### src/rtl/parity_pkg.sv
// Shared types and constants for the serial even-parity transmitter.
package parity_pkg;

  typedef enum logic [1:0] {
    IDLE   = 2'd0,
    DATA   = 2'd1,
    PARITY = 2'd2
  } tx_state_t;

  localparam int DEFAULT_DATA_BITS = 8;

endpackage

### src/rtl/serial_parity_tx.sv
// Serial transmitter: DATA_BITS data bits LSB first, then one even-parity bit.
// Optional macro SERIAL_PARITY_TX_ERR_INJECT_EN adds inject_err to invert a frame's parity bit.
//
// state  | meaning
// IDLE   | ready for a word; outputs neutral (all 0)
// DATA   | shifting data bits out, accumulating parity
// PARITY | parity bit on serial_out; back to IDLE next
module serial_parity_tx
  import parity_pkg::*;
#(
  parameter int DATA_BITS = DEFAULT_DATA_BITS
) (
  input  logic                 clk,
  input  logic                 reset,
  input  logic [DATA_BITS-1:0] data_in,
  input  logic                 load,
`ifdef SERIAL_PARITY_TX_ERR_INJECT_EN
  input  logic                 inject_err,
`endif
  output logic                 ready,
  output logic                 serial_out,
  output logic                 frame_active,
  output logic                 bit_last
);

  localparam int CNT_W = $clog2(DATA_BITS);
  localparam logic [CNT_W-1:0] LAST_CNT = CNT_W'(DATA_BITS - 1);

  tx_state_t            state, state_nxt;
  logic [DATA_BITS-1:0] shift, shift_nxt;
  logic [CNT_W-1:0]     cnt, cnt_nxt;
  logic                 par, par_nxt;
  logic                 so_nxt, fa_nxt, bl_nxt;
`ifdef SERIAL_PARITY_TX_ERR_INJECT_EN
  logic                 inj_q, inj_nxt;
`endif

  assign ready = (state == IDLE);

  always_ff @(posedge clk) begin
    if (reset) begin
      state        <= IDLE;
      shift        <= '0;
      cnt          <= '0;
      par          <= 1'b0;
      serial_out   <= 1'b0;
      frame_active <= 1'b0;
      bit_last     <= 1'b0;
`ifdef SERIAL_PARITY_TX_ERR_INJECT_EN
      inj_q        <= 1'b0;
`endif
    end else begin
      state        <= state_nxt;
      shift        <= shift_nxt;
      cnt          <= cnt_nxt;
      par          <= par_nxt;
      serial_out   <= so_nxt;
      frame_active <= fa_nxt;
      bit_last     <= bl_nxt;
`ifdef SERIAL_PARITY_TX_ERR_INJECT_EN
      inj_q        <= inj_nxt;
`endif
    end
  end

  // Outputs are computed one cycle ahead so the registered serial_out
  // shows shift[0] during each DATA cycle and the parity during PARITY.
  always_comb begin
    state_nxt = state;
    shift_nxt = shift;
    cnt_nxt   = cnt;
    par_nxt   = par;
    so_nxt    = 1'b0;
    fa_nxt    = 1'b0;
    bl_nxt    = 1'b0;
`ifdef SERIAL_PARITY_TX_ERR_INJECT_EN
    inj_nxt   = inj_q;
`endif
    case (state)
      IDLE: begin
        if (load) begin
          state_nxt = DATA;
          shift_nxt = data_in;
          cnt_nxt   = '0;
          par_nxt   = 1'b0;
          so_nxt    = data_in[0];
          fa_nxt    = 1'b1;
`ifdef SERIAL_PARITY_TX_ERR_INJECT_EN
          inj_nxt   = inject_err;
`endif
        end
      end
      DATA: begin
        par_nxt   = par ^ shift[0];
        shift_nxt = shift >> 1;
        fa_nxt    = 1'b1;
        if (cnt == LAST_CNT) begin
          state_nxt = PARITY;
          bl_nxt    = 1'b1;
`ifdef SERIAL_PARITY_TX_ERR_INJECT_EN
          so_nxt    = par ^ shift[0] ^ inj_q;
`else
          so_nxt    = par ^ shift[0];
`endif
        end else begin
          cnt_nxt = cnt + CNT_W'(1);
          so_nxt  = shift[1];
        end
      end
      PARITY: begin
        state_nxt = IDLE;
      end
      default: begin
        state_nxt = IDLE;
      end
    endcase
  end

endmodule

### config.mk
export PLATFORM = sky130hd
export DESIGN_NAME = serial_parity_tx
export DESIGN_NICKNAME = d
export VERILOG_FILES = /design/src/rtl/parity_pkg.sv /design/src/rtl/serial_parity_tx.sv
export SDC_FILE = /design/constraint.sdc
export NUM_CORES = 1
export LEC_CHECK = 0
export ABC_CLOCK_PERIOD_IN_PS = 3200
export BUFFER_PORTS_ARGS = -buffer_cell sky130_fd_sc_hd__clkbuf_2
export CORE_MARGIN = 2
export CORE_UTILIZATION = 48
export CTS_CLUSTER_SIZE = 20
export DETAILED_ROUTE_END_ITERATION = 16
export PLACE_DENSITY = 0.71
export SLEW_MARGIN = 10
export SYNTH_ARGS = -nofsm -noshare
export SYNTH_HDL_FRONTEND = slang
export SYNTH_SLANG_ARGS = --single-unit
export TNS_END_PERCENT = 1
### constraint.sdc
create_clock -name clk -period 3.2 [get_ports clk]
set_input_delay 0.16 -clock clk [delete_from_list [all_inputs] [get_ports clk]]
set_output_delay 0.16 -clock clk [all_outputs]
set_load 0.02 [all_outputs]
==> summary.txt <==
Global routing
  – GR Layer Usage met1: between 20 and 25%
  – First-pass GRT wire length: 2160 um
  – Largest net degree at the start of global routing: 14
  – Busiest grt layer: met2
  – Number of global-route vias before repair: 518
  – Met3 Use GR: about 4.2%
  – Initial antenna violation count: 0
  – Total GRT Usage: about 16%
  – Met2 global-route usage: 21.8%
  – Total gr overflow: 0

Finish
  – Nets: approximately 110
  – Post-route cell area: around 830 sq um
  – Area delta synth->final: 11.1%
  – N_diodes: 0
  – Share of cells above drive strength 1: between 20 and 30%

STA
  – Fin. max-slew vios: 0
  – Max Freq: around 600 MHz
  – RSZ-0062 raised after global routing: false
  – Crit path time final: approximately 1600 ps
  – Max Clock Skew: between 1.5 and 2 ps
  – # setup viols final: 0
  – Setup TNS: 0 ps
  – Final WS setup: approximately 1600 ps
  – Rel. slew slack: between 60 and 70%
  – Worst-Margin Slew: around 500 ps
  – Fin. Hold Viols: 0
  – Tcrit/Tclk final: between 50 and 60%

Setup path
  – Crit-path max cell delay: ~450 ps
  – End of the critical path: cnt[0]$_SDFFE_PP0P_
  – Largest delay share family, worst path: simple AND/OR/NAND/NOR gates
  – Slowest CP cell: or3b_1
  – Crit path kind: reg2reg
  – Critical Path AT: between 1500 and 2000 ps
  – Buf/Inv on CP: 0
  – Critical path's most frequent cell: ha_1
  – Crit path depth: 5
  – CP Launch Point: cnt[0]$_SDFFE_PP0P_
  – Crit path max fanout: 7
  – Worst setup SP type: register
  – Critical Path Sink Type: register
  – FF-to-FF setup slack: approximately 1600 ps
  – R2r endpoint: cnt[0]$_SDFFE_PP0P_
  – WP data required: 3440 ps
  – R2R cell count: 5
  – Cell breakdown of the critical path: ha_1 -> ha_1 -> or3b_1 -> or2_0 -> a21oi_2
  – Reg-to-reg critical path startpoint: cnt[0]$_SDFFE_PP0P_

Detailed routing
  – Via count: 582
  – Post-detailed-route DRC marker count: 0
  – Routed Antenna Nets: 0
  – Routed length per instance: about 12 um
  – 1st-iter DRT viols: 7
  – Drt pass-1 iters: 4
  – Vias per std cell: around 5.4
  – Routed WL: approximately 1200 um

Clocking
  – Clock Latency Late Sink: ~290 ps
  – CTS tree: built
  – Cts repair resizes: 0
  – # H-tree levels: 1
  – Clk slew on worst S/H paths: 100 ps
  – CTS Buf Count: 3
  – Root Buffer: clkbuf_4
  – Bufs on Longest Clock Path: 2
  – Post-CTS Setup Inserts: 0
  – CTS sink count: 17
  – Hold Buf Count CTS: 0

Pwr
  – Comb power frac: between 10% and 20%
  – Sw frac: between 20% and 30%
  – Sequential group share of total power: ~57%
  – Pint: 301 uW
  – P_leak: about 0.00036 uW
  – Switching power: 109 uW
  – Clock Power Share: 28.5%
  – Max VDD drop: a little under 0.2 mV
  – Power Density: between 400 and 500 nW/um^2

Logic synthesis
  – Synth Warn #: 0
  – #FFs+latches synth: 17
  – Top-count cell post-synth: dfxtp_1
  – Synth Cell Area: 746 sq um
  – Syn Area/Cell: between 9 and 10 sq um
  – Predominant post-synthesis flop cell: dfxtp_1
  – Synth area leader: dfxtp_1
  – Post-synth net total: between 90 and 100
  – Sequential area share after synthesis: around 46%
  – Synth Instances: 79
  – Synth async-reset ratio: 0%
  – Number of flops mapped to enable cells by yosys: 0
  – Most instantiated cells after synthesis: dfxtp_1 (17), a21oi_1 (9), o21ai_0 (9)
  – Area contributors post-synth: dfxtp_1 (46%), mux2i_1 (8.1%), a21oi_1 (6.0%)
  – Yosys top cell area share: between 40 and 50%
  – Synth unique cells: 29

Placed design
  – Setup WS pre-CTS: 1580 ps
  – Cell Area, Placed: around 800 sq um
  – Hpwl dp: about 890 um
  – Buffers on Ports: 14
  – GPL Wtd Cong: 0.726

Job
  – Max cap viols: 0

Die
  – Die area: about 1900 sq um
  – FP Rows: 14
  – Die Y: ~43 um
  – Core footprint: 1490 sq um
  – Boundary Pins: 15
  – Die Wd: roughly 43 um
  – Initial Util: about 50%

Status
  – Status: finished, final reports clean

Hold path
  – HP Class: in2reg
[cell families (layout without fill, tap and decap cells)]
kind of cell,Yosys count,in the layout,share of synthesized area [%]
and+or+nand+nor,19,19,14.6
adders and majority gates,2,2,3.36
xor gates and xnor gates,1,1,1.17
buffers and inverters,8,20,5.54
AOI/OAI and AO/OA,26,26,21.6
DFF,17,17,45.6
muxes,6,6,8.05
[tightest hold or removal path, cell delays in order]
cell      delay [ps]
clkbuf_2          70
a22oi_1           70
nor2_1            70
[worst min-delay path by stage]
| stage | from | endpoint | slack (ps) | cells after the start |
|---|---|---|---|---|
| 2_1_floorplan | data_in[0] | serial_out$_SDFF_PP0_ | 310 | 1 |
| 3_3_place_gp | data_in[0] | serial_out$_SDFF_PP0_ | 420 | 2 |
| 3_5_place_dp | data_in[7] | shift[7]$_SDFFE_PP0P_ | 420 | 3 |
| 4_1_cts | data_in[7] | shift[7]$_SDFFE_PP0P_ | 120 | 3 |
| 5_1_grt | data_in[0] | serial_out$_SDFF_PP0_ | 120 | 2 |
| 6_report | data_in[7] | shift[7]$_SDFFE_PP0P_ | 110 | 3 |
[through the flow]
stage | hold WS (ps) | instances | power (uW) | utilization, %
floorplan | 306 | 79 | 283 | -
global placement | 420 | 103 | 297 | 53.9
detailed placement | 422 | 103 | 298 | 53.9
CTS | 117 | 107 | 411 | 55.6
global route | 116 | 107 | 432 | 55.6
finish | 113 | 107 | 409 | 55.6
[sequential cells by signal (all words and copies together) (netlist names)]
name,flops
frame_active,1
shift,8
par,1
cnt,3
bit_last,1
serial_out,1
state,2
[layout by cell type, fill, tap and decap left out]
| cell | n |
|---|---|
| nor2_1 | 5 |
| clkbuf_2 | 14 |
| or3b_1 | 1 |
| nor4_1 | 1 |
| nor3_1 | 1 |
| inv_1 | 2 |
| o21ai_0 | 9 |
| a2111oi_0 | 1 |
| a22oi_1 | 1 |
| or3b_2 | 1 |
| o21bai_1 | 1 |
| mux2i_1 | 6 |
| a31o_2 | 2 |
| o221a_2 | 1 |
| clkbuf_4 | 3 |
| o21ba_2 | 1 |
| or2_0 | 1 |
| xnor2_1 | 1 |
| nor3b_1 | 3 |
| a21oi_2 | 1 |
| nand4_1 | 2 |
| nand3_1 | 1 |
| a21oi_1 | 9 |
| clkbuf_1 | 1 |
| ha_1 | 2 |
| or2b_1 | 1 |
| dfxtp_1 | 17 |
| nand2_1 | 2 |
[layout make-up]
class                      instances  area (sq um)
clock buffer                       4          26.3
fill                             144           661
inverter                           2          7.51
multi-input combinational         54           364
sequential                        17           340
tap                               16          20.0
timing repair buffer              14          70.1
[routing by layer]
metal | routed length [um] | share of wire, % | vias up
li1 | - | - | 310
met1 | 615 | 50 | 259
met2 | 550 | 44 | 11
met3 | 48 | 3.9 | 2
met4 | 23 | 1.9 | 0
met5 | 0 | 0 | -
[power by group through the flow]
stage | Sequential [uW] | Clock, uW | Combinational, uW
after global routing | 237 | 129 | 66.7
after floorplan | 239 | 0 | 43.6
after detailed placement | 239 | 0 | 58.4
after global placement | 239 | 0 | 57.6
after CTS | 234 | 118 | 58.7
final | 234 | 117 | 57.9
(Power assumes the default switching activity.)
